==> config.mk <==
export PLATFORM = sky130hd
export DESIGN_NAME = ultrasonic_sequencer
export DESIGN_NICKNAME = d
export VERILOG_FILES = /design/src/rtl/ultrasonic_sequencer.sv
export SDC_FILE = /design/constraint.sdc
export NUM_CORES = 1
export LEC_CHECK = 0
export CORE_ASPECT_RATIO = 1.4
export CORE_MARGIN = 2
export CORE_UTILIZATION = 25
export CTS_CLUSTER_DIAMETER = 50
export DETAILED_ROUTE_END_ITERATION = 6
export SYNTH_ARGS = -nofsm -noshare
export SYNTH_HDL_FRONTEND = slang
export SYNTH_SLANG_ARGS = --single-unit
==> constraint.sdc <==
create_clock -name CLKOUTD -period 2.06 [get_ports CLKOUTD]
set_clock_uncertainty 0.1 [all_clocks]
set_input_delay 0.309 -clock CLKOUTD [delete_from_list [all_inputs] [get_ports CLKOUTD]]
set_output_delay 0.309 -clock CLKOUTD [all_outputs]
set_load 0.05 [all_outputs]
==> src/rtl/ultrasonic_sequencer.sv <==
// Two-channel ultrasonic ranging sequencer.
// Fires a trigger pulse on the selected sensor, times the echo pulse width and
// presents the result on d/ch/timeout with a valid/ack handshake. After each
// accepted result a holdoff interval elapses; the first channel is followed
// automatically by the second, after which the block returns to idle.
//
// Optional feature macro: US_AUTO_RUN_EN -- when defined, the block starts a new
// pair by itself after HOLDOFF_CYCLES of idle time (start still starts at once).
//
// Ports:
//   CLKOUTD  clock, all state updates on its rising edge
//   reset    synchronous active-low reset
//   start    level request to run one measurement pair
//   ECHO0/1  pre-synchronised echo lines of sensors 0 and 1
//   ack      consumer acceptance of the current result
//   TRIG0/1  registered trigger pulses to sensors 0 and 1
//   d        measured echo width in cycles (cm)
//   ch       channel that produced d
//   valid    result on d/ch/timeout is held and valid
//   timeout  result is a fault (no echo rise, or width saturated)
//   busy     high whenever the sequencer is not idle
module ultrasonic_sequencer #(
  parameter int unsigned TRIG_CYCLES    = 10,
  parameter int unsigned RISE_TIMEOUT   = 200,
  parameter int unsigned HOLDOFF_CYCLES = 600
) (
  input  logic       CLKOUTD,
  input  logic       reset,
  input  logic       start,
  input  logic       ECHO0,
  input  logic       ECHO1,
  input  logic       ack,
  output logic       TRIG0,
  output logic       TRIG1,
  output logic [7:0] d,
  output logic       ch,
  output logic       valid,
  output logic       timeout,
  output logic       busy
);

  typedef enum logic [2:0] {
    StIdle, StTrig, StWaitRise, StMeasure, StReport, StHoldoff
  } state_e;

  // Terminal values of the shared phase timer (timer counts 0..N-1).
  localparam logic [15:0] TrigLast = 16'(TRIG_CYCLES - 1);
  localparam logic [15:0] RiseLast = 16'(RISE_TIMEOUT - 1);
  localparam logic [15:0] HoldLast = 16'(HOLDOFF_CYCLES - 1);

  state_e      state_q, state_d;
  logic        sel_q, sel_d;
  logic [15:0] timer_q, timer_d;
  logic [7:0]  meas_q, meas_d;
  logic [7:0]  d_q, d_d;
  logic        ch_q, ch_d;
  logic        valid_q, valid_d;
  logic        timeout_q, timeout_d;
  logic        trig0_q, trig0_d;
  logic        trig1_q, trig1_d;
  logic        echo_sel;

`ifdef US_AUTO_RUN_EN
  logic [15:0] idle_q, idle_d;
`endif

  assign echo_sel = sel_q ? ECHO1 : ECHO0;

  always_comb begin
    state_d   = state_q;
    sel_d     = sel_q;
    timer_d   = timer_q + 16'd1;
    meas_d    = meas_q;
    d_d       = d_q;
    ch_d      = ch_q;
    valid_d   = valid_q;
    timeout_d = timeout_q;
`ifdef US_AUTO_RUN_EN
    idle_d    = '0;
`endif

    unique case (state_q)
      StIdle: begin
        timer_d = '0;
`ifdef US_AUTO_RUN_EN
        idle_d = idle_q + 16'd1;
        if (start || idle_q == HoldLast) begin
          state_d = StTrig;
          idle_d  = '0;
        end
`else
        if (start) begin
          state_d = StTrig;
        end
`endif
      end
      StTrig: begin
        if (timer_q == TrigLast) begin
          state_d = StWaitRise;
          timer_d = '0;
        end
      end
      StWaitRise: begin
        // A rise on the final allowed cycle still wins over the timeout.
        if (echo_sel) begin
          state_d = StMeasure;
          meas_d  = 8'd1;
          timer_d = '0;
        end else if (timer_q == RiseLast) begin
          state_d   = StReport;
          d_d       = 8'd0;
          ch_d      = sel_q;
          timeout_d = 1'b1;
          valid_d   = 1'b1;
        end
      end
      StMeasure: begin
        timer_d = '0;
        if (!echo_sel) begin
          state_d   = StReport;
          d_d       = meas_q;
          ch_d      = sel_q;
          timeout_d = 1'b0;
          valid_d   = 1'b1;
        end else if (meas_q == 8'hff) begin
          // Echo still high past full scale: report saturation, ignore the rest.
          state_d   = StReport;
          d_d       = 8'hff;
          ch_d      = sel_q;
          timeout_d = 1'b1;
          valid_d   = 1'b1;
        end else begin
          meas_d = meas_q + 8'd1;
        end
      end
      StReport: begin
        timer_d = '0;
        if (ack && valid_q) begin
          state_d = StHoldoff;
          valid_d = 1'b0;
          sel_d   = ~sel_q;
        end
      end
      StHoldoff: begin
        if (timer_q == HoldLast) begin
          timer_d = '0;
          // sel is 1 here only after channel 0 finished: run channel 1 next.
          state_d = sel_q ? StTrig : StIdle;
        end
      end
      default: begin
        state_d = StIdle;
      end
    endcase

    // Triggers are decoded from the next state so the outputs are registered.
    trig0_d = (state_d == StTrig) && !sel_d;
    trig1_d = (state_d == StTrig) && sel_d;
  end

  always_ff @(posedge CLKOUTD) begin
    if (!reset) begin
      state_q   <= StIdle;
      sel_q     <= 1'b0;
      timer_q   <= '0;
      meas_q    <= '0;
      d_q       <= '0;
      ch_q      <= 1'b0;
      valid_q   <= 1'b0;
      timeout_q <= 1'b0;
      trig0_q   <= 1'b0;
      trig1_q   <= 1'b0;
    end else begin
      state_q   <= state_d;
      sel_q     <= sel_d;
      timer_q   <= timer_d;
      meas_q    <= meas_d;
      d_q       <= d_d;
      ch_q      <= ch_d;
      valid_q   <= valid_d;
      timeout_q <= timeout_d;
      trig0_q   <= trig0_d;
      trig1_q   <= trig1_d;
    end
  end

`ifdef US_AUTO_RUN_EN
  always_ff @(posedge CLKOUTD) begin
    if (!reset) begin
      idle_q <= '0;
    end else begin
      idle_q <= idle_d;
    end
  end
`endif

  assign TRIG0   = trig0_q;
  assign TRIG1   = trig1_q;
  assign d       = d_q;
  assign ch      = ch_q;
  assign valid   = valid_q;
  assign timeout = timeout_q;
  assign busy    = (state_q != StIdle);

endmodule

==> results.ini, run 1 <==
[critical_path]
crit_slowest_cell=clkdlybuf4s50_1
timing.rr.end=TRIG0$_SDFF_PN0_
r2r-start=timer_q[0]$_SDFF_PN0_
worstPathArrival_ns=1.47
required_ns=1.65
cpPeakStageDelay_ns=0.82
crit_chain=clkdlybuf4s50_1
worst-path-buf-inv=1
startpoint=valid$_SDFFE_PN0P_
crit_family=buffers and inverters
reg2reg_depth=6
cp-end-kind=output pin
regToRegSetupSlack_ns=0.23
crit_type=reg2out
crit_path_max_fanout=3
cp-start-kind=flip-flop
path_depth=1
endpoint=valid

[power]
power_switching_uw=326
seqPwrFrac_pct=55.0
power.density_mw_per_mm2=613
p_clk_share_pct=39.4
p_sw_share_pct=22.3
peakVddDrop_v=0.000338
leakage_uw=0.000876
power_frac_comb_pct=5.6
p_int_uw=1130

[finish]
antenna_cells=0
drive_above_1_share_pct=14.2
nets=241
final_util_pct=32.1
area_growth_pct=23.5
design_area_mm2=0.00238

[route]
detail_route.wl_per_cell_um=12.2
drt_iter0_drc=42
via_per_inst=4.53
ant_nets=0
drtPass1Iterations=4
drcViolationCount=0
via_count=1495
wl_um=4030

[cts]
cts_root_buf=clkbuf_8
cts_tree=built
clock_latency_ns=0.29
post-cts-setup-buffers=0
clk_pin_slew_ns=0.08
cts_max_level=2
max-clock-path-buffers=2
cts_buffers=5
cts_hold_buf=0
ctsResizeCount=0
cts.sinks=41

[grt]
grt_max_degree=17
grt_pass1_wl_um=6710
grt_antenna_before_repair=0
grtUsageTotal_pct=10.1
grt_pass1_vias=1435
globalRouteOverflowTotal=0

[flow_run]
max_cap_violations=0

[hold_path]
hold_depth=1
hp-class=reg2reg

[timing]
slew_headroom_pct=66.4
drv_slew=0
setup_slack_ns=0.181
setup_viol=0
min_period_ns=1.88
rsz0062_at_grt=false
hold_viol=0
finalCritPeriodShare_pct=91.2
timing.hold.ws_ns=0.369
tns_ns=0
worstMarginPinSlew_ns=0.502
max_freq_mhz=532

[place]
place_worst_setup_slack_ns=0.0440
numPortBuffers=19
hpwlAfterDp_um=3080
placedInstanceArea_mm2=0.00228
routabilityCongestion=0.812

[synthesis]
ys.flop_type=dfxtp_1
yosysWarnings=0
synth_nets=210
yosysTopAreaCellShare_pct=42.6
ys_types=46
avgSynthCellArea_um2=9.58
synth_seq_area_share_pct=42.6
syn_area_mm2=0.00193
netlist_top_cells_count=41 x dfxtp_1, 36 x nor2_1, 14 x nand2_1
synth_edf_count=0
synthCells=201
synth_area_leaders=dfxtp_1 43%, nor2_1 7.0%, xor2_1 5.9%
yosysMostFrequentCell=dfxtp_1
synth_async_sr_flop_share_pct=0
synth_top_area_cell=dfxtp_1
ys_ff_latch=41

[floorplanning]
dieArea_mm2=0.00843
core_mm2=0.00741
die_w_um=78.2
rows=37
die_y_um=108
num_io_pins=20
initial_utilization_pct=26.0

[run_status]
status=finished, final reports clean

==> sequential cells by signal (all words and copies together), names as in the netlist <==
signal and count:
state_q 3, timer_q 16, sel_q 1, meas_q 8, ch 1, valid 1, d 8, TRIG1 1
timeout 1, TRIG0 1
==> cell families after synthesis <==
group | after synthesis | share of synthesized area [%]
fa+ha+maj | 3 | 1.95
simple gates | 100 | 29.9
compound gates | 25 | 12.6
mux | 2 | 1.10
flops | 41 | 42.6
xor+xnor | 21 | 9.55
buf+inv | 9 | 2.27
==> cell type report <==
type	count	area, um2
Fill cell	779	5030
Multi-Input combinational cell	151	1060
Sequential cell	41	821
Timing Repair Buffer	28	255
Tap cell	97	121
Clock buffer	7	96.3
Inverter	5	18.8
Clock inverter	1	5.00
==> worst min-delay path by stage <==
stage	endpoint	slack, ns	start
2_1_floorplan	sel_q$_SDFF_PN0_	0.33	reset
3_3_place_gp	timer_q[0]$_SDFF_PN0_	0.35	timer_q[0]$_SDFF_PN0_
3_5_place_dp	d[3]$_SDFFE_PN0P_	0.35	d[3]$_SDFFE_PN0P_
4_1_cts	d[3]$_SDFFE_PN0P_	0.37	d[3]$_SDFFE_PN0P_
5_1_grt	d[3]$_SDFFE_PN0P_	0.38	d[3]$_SDFFE_PN0P_
6_report	d[3]$_SDFFE_PN0P_	0.37	d[3]$_SDFFE_PN0P_
==> layout by cell type (no fill, tap or decap), types with 2 or more instances in the layout <==
| cell | n |
|---|---|
| dfxtp_1 | 41 |
| nor2_1 | 36 |
| clkdlybuf4s50_1 | 18 |
| nand2_1 | 14 |
| xor2_1 | 13 |
| nand3_1 | 11 |
| buf_4 | 10 |
| nand4_1 | 8 |
| xnor2_1 | 8 |
| o2bb2ai_1 | 8 |
| clkbuf_8 | 7 |
| inv_1 | 5 |
| nor3_1 | 4 |
| and4_1 | 4 |
| nand2b_1 | 3 |
| a21oi_1 | 3 |
| o21ai_0 | 3 |
| ha_1 | 3 |
| o211a_1 | 2 |
| nor4_4 | 2 |
| and3b_1 | 2 |
| nor3b_1 | 2 |
| and2_1 | 2 |
==> power by group through the flow <==
| stage | Combinational (uW) | Sequential [uW] | Clock, uW |
|---|---|---|---|
| CTS | 82.7 | 801 | 593 |
| detailed placement | 82.4 | 820 | 0 |
| floorplan | 47.3 | 824 | 0 |
| global placement | 82.3 | 820 | 0 |
| finish | 81.1 | 801 | 575 |
| global route | 89.8 | 802 | 624 |
==> metal layers <==
| metal | share of wire (%) | wire length, um | up-vias | GRT usage [%] |
|---|---|---|---|---|
| met5 | 0 | 0 | - | 0 |
| met4 | 1.4 | 58 | 0 | 3.76 |
| met3 | 1.9 | 77 | 5 | 2.35 |
| met2 | 52 | 2090 | 13 | 18.7 |
| met1 | 45 | 1810 | 700 | 11.1 |
| li1 | - | - | 777 | - |
==> stage by stage <==
step                std cells  power, uW
finish                    330       1460
global route              330       1520
CTS                       330       1480
detailed placement        322        903
global placement          322        902
floorplan                 201        871
Power figures use the tool's default switching activity.
==> run 2, diff against run 1 <==
- TNS_END_PERCENT: not set -> 20
==> results of run 2 <==
Final layout, timing and power as in run 1 (identical DEF).
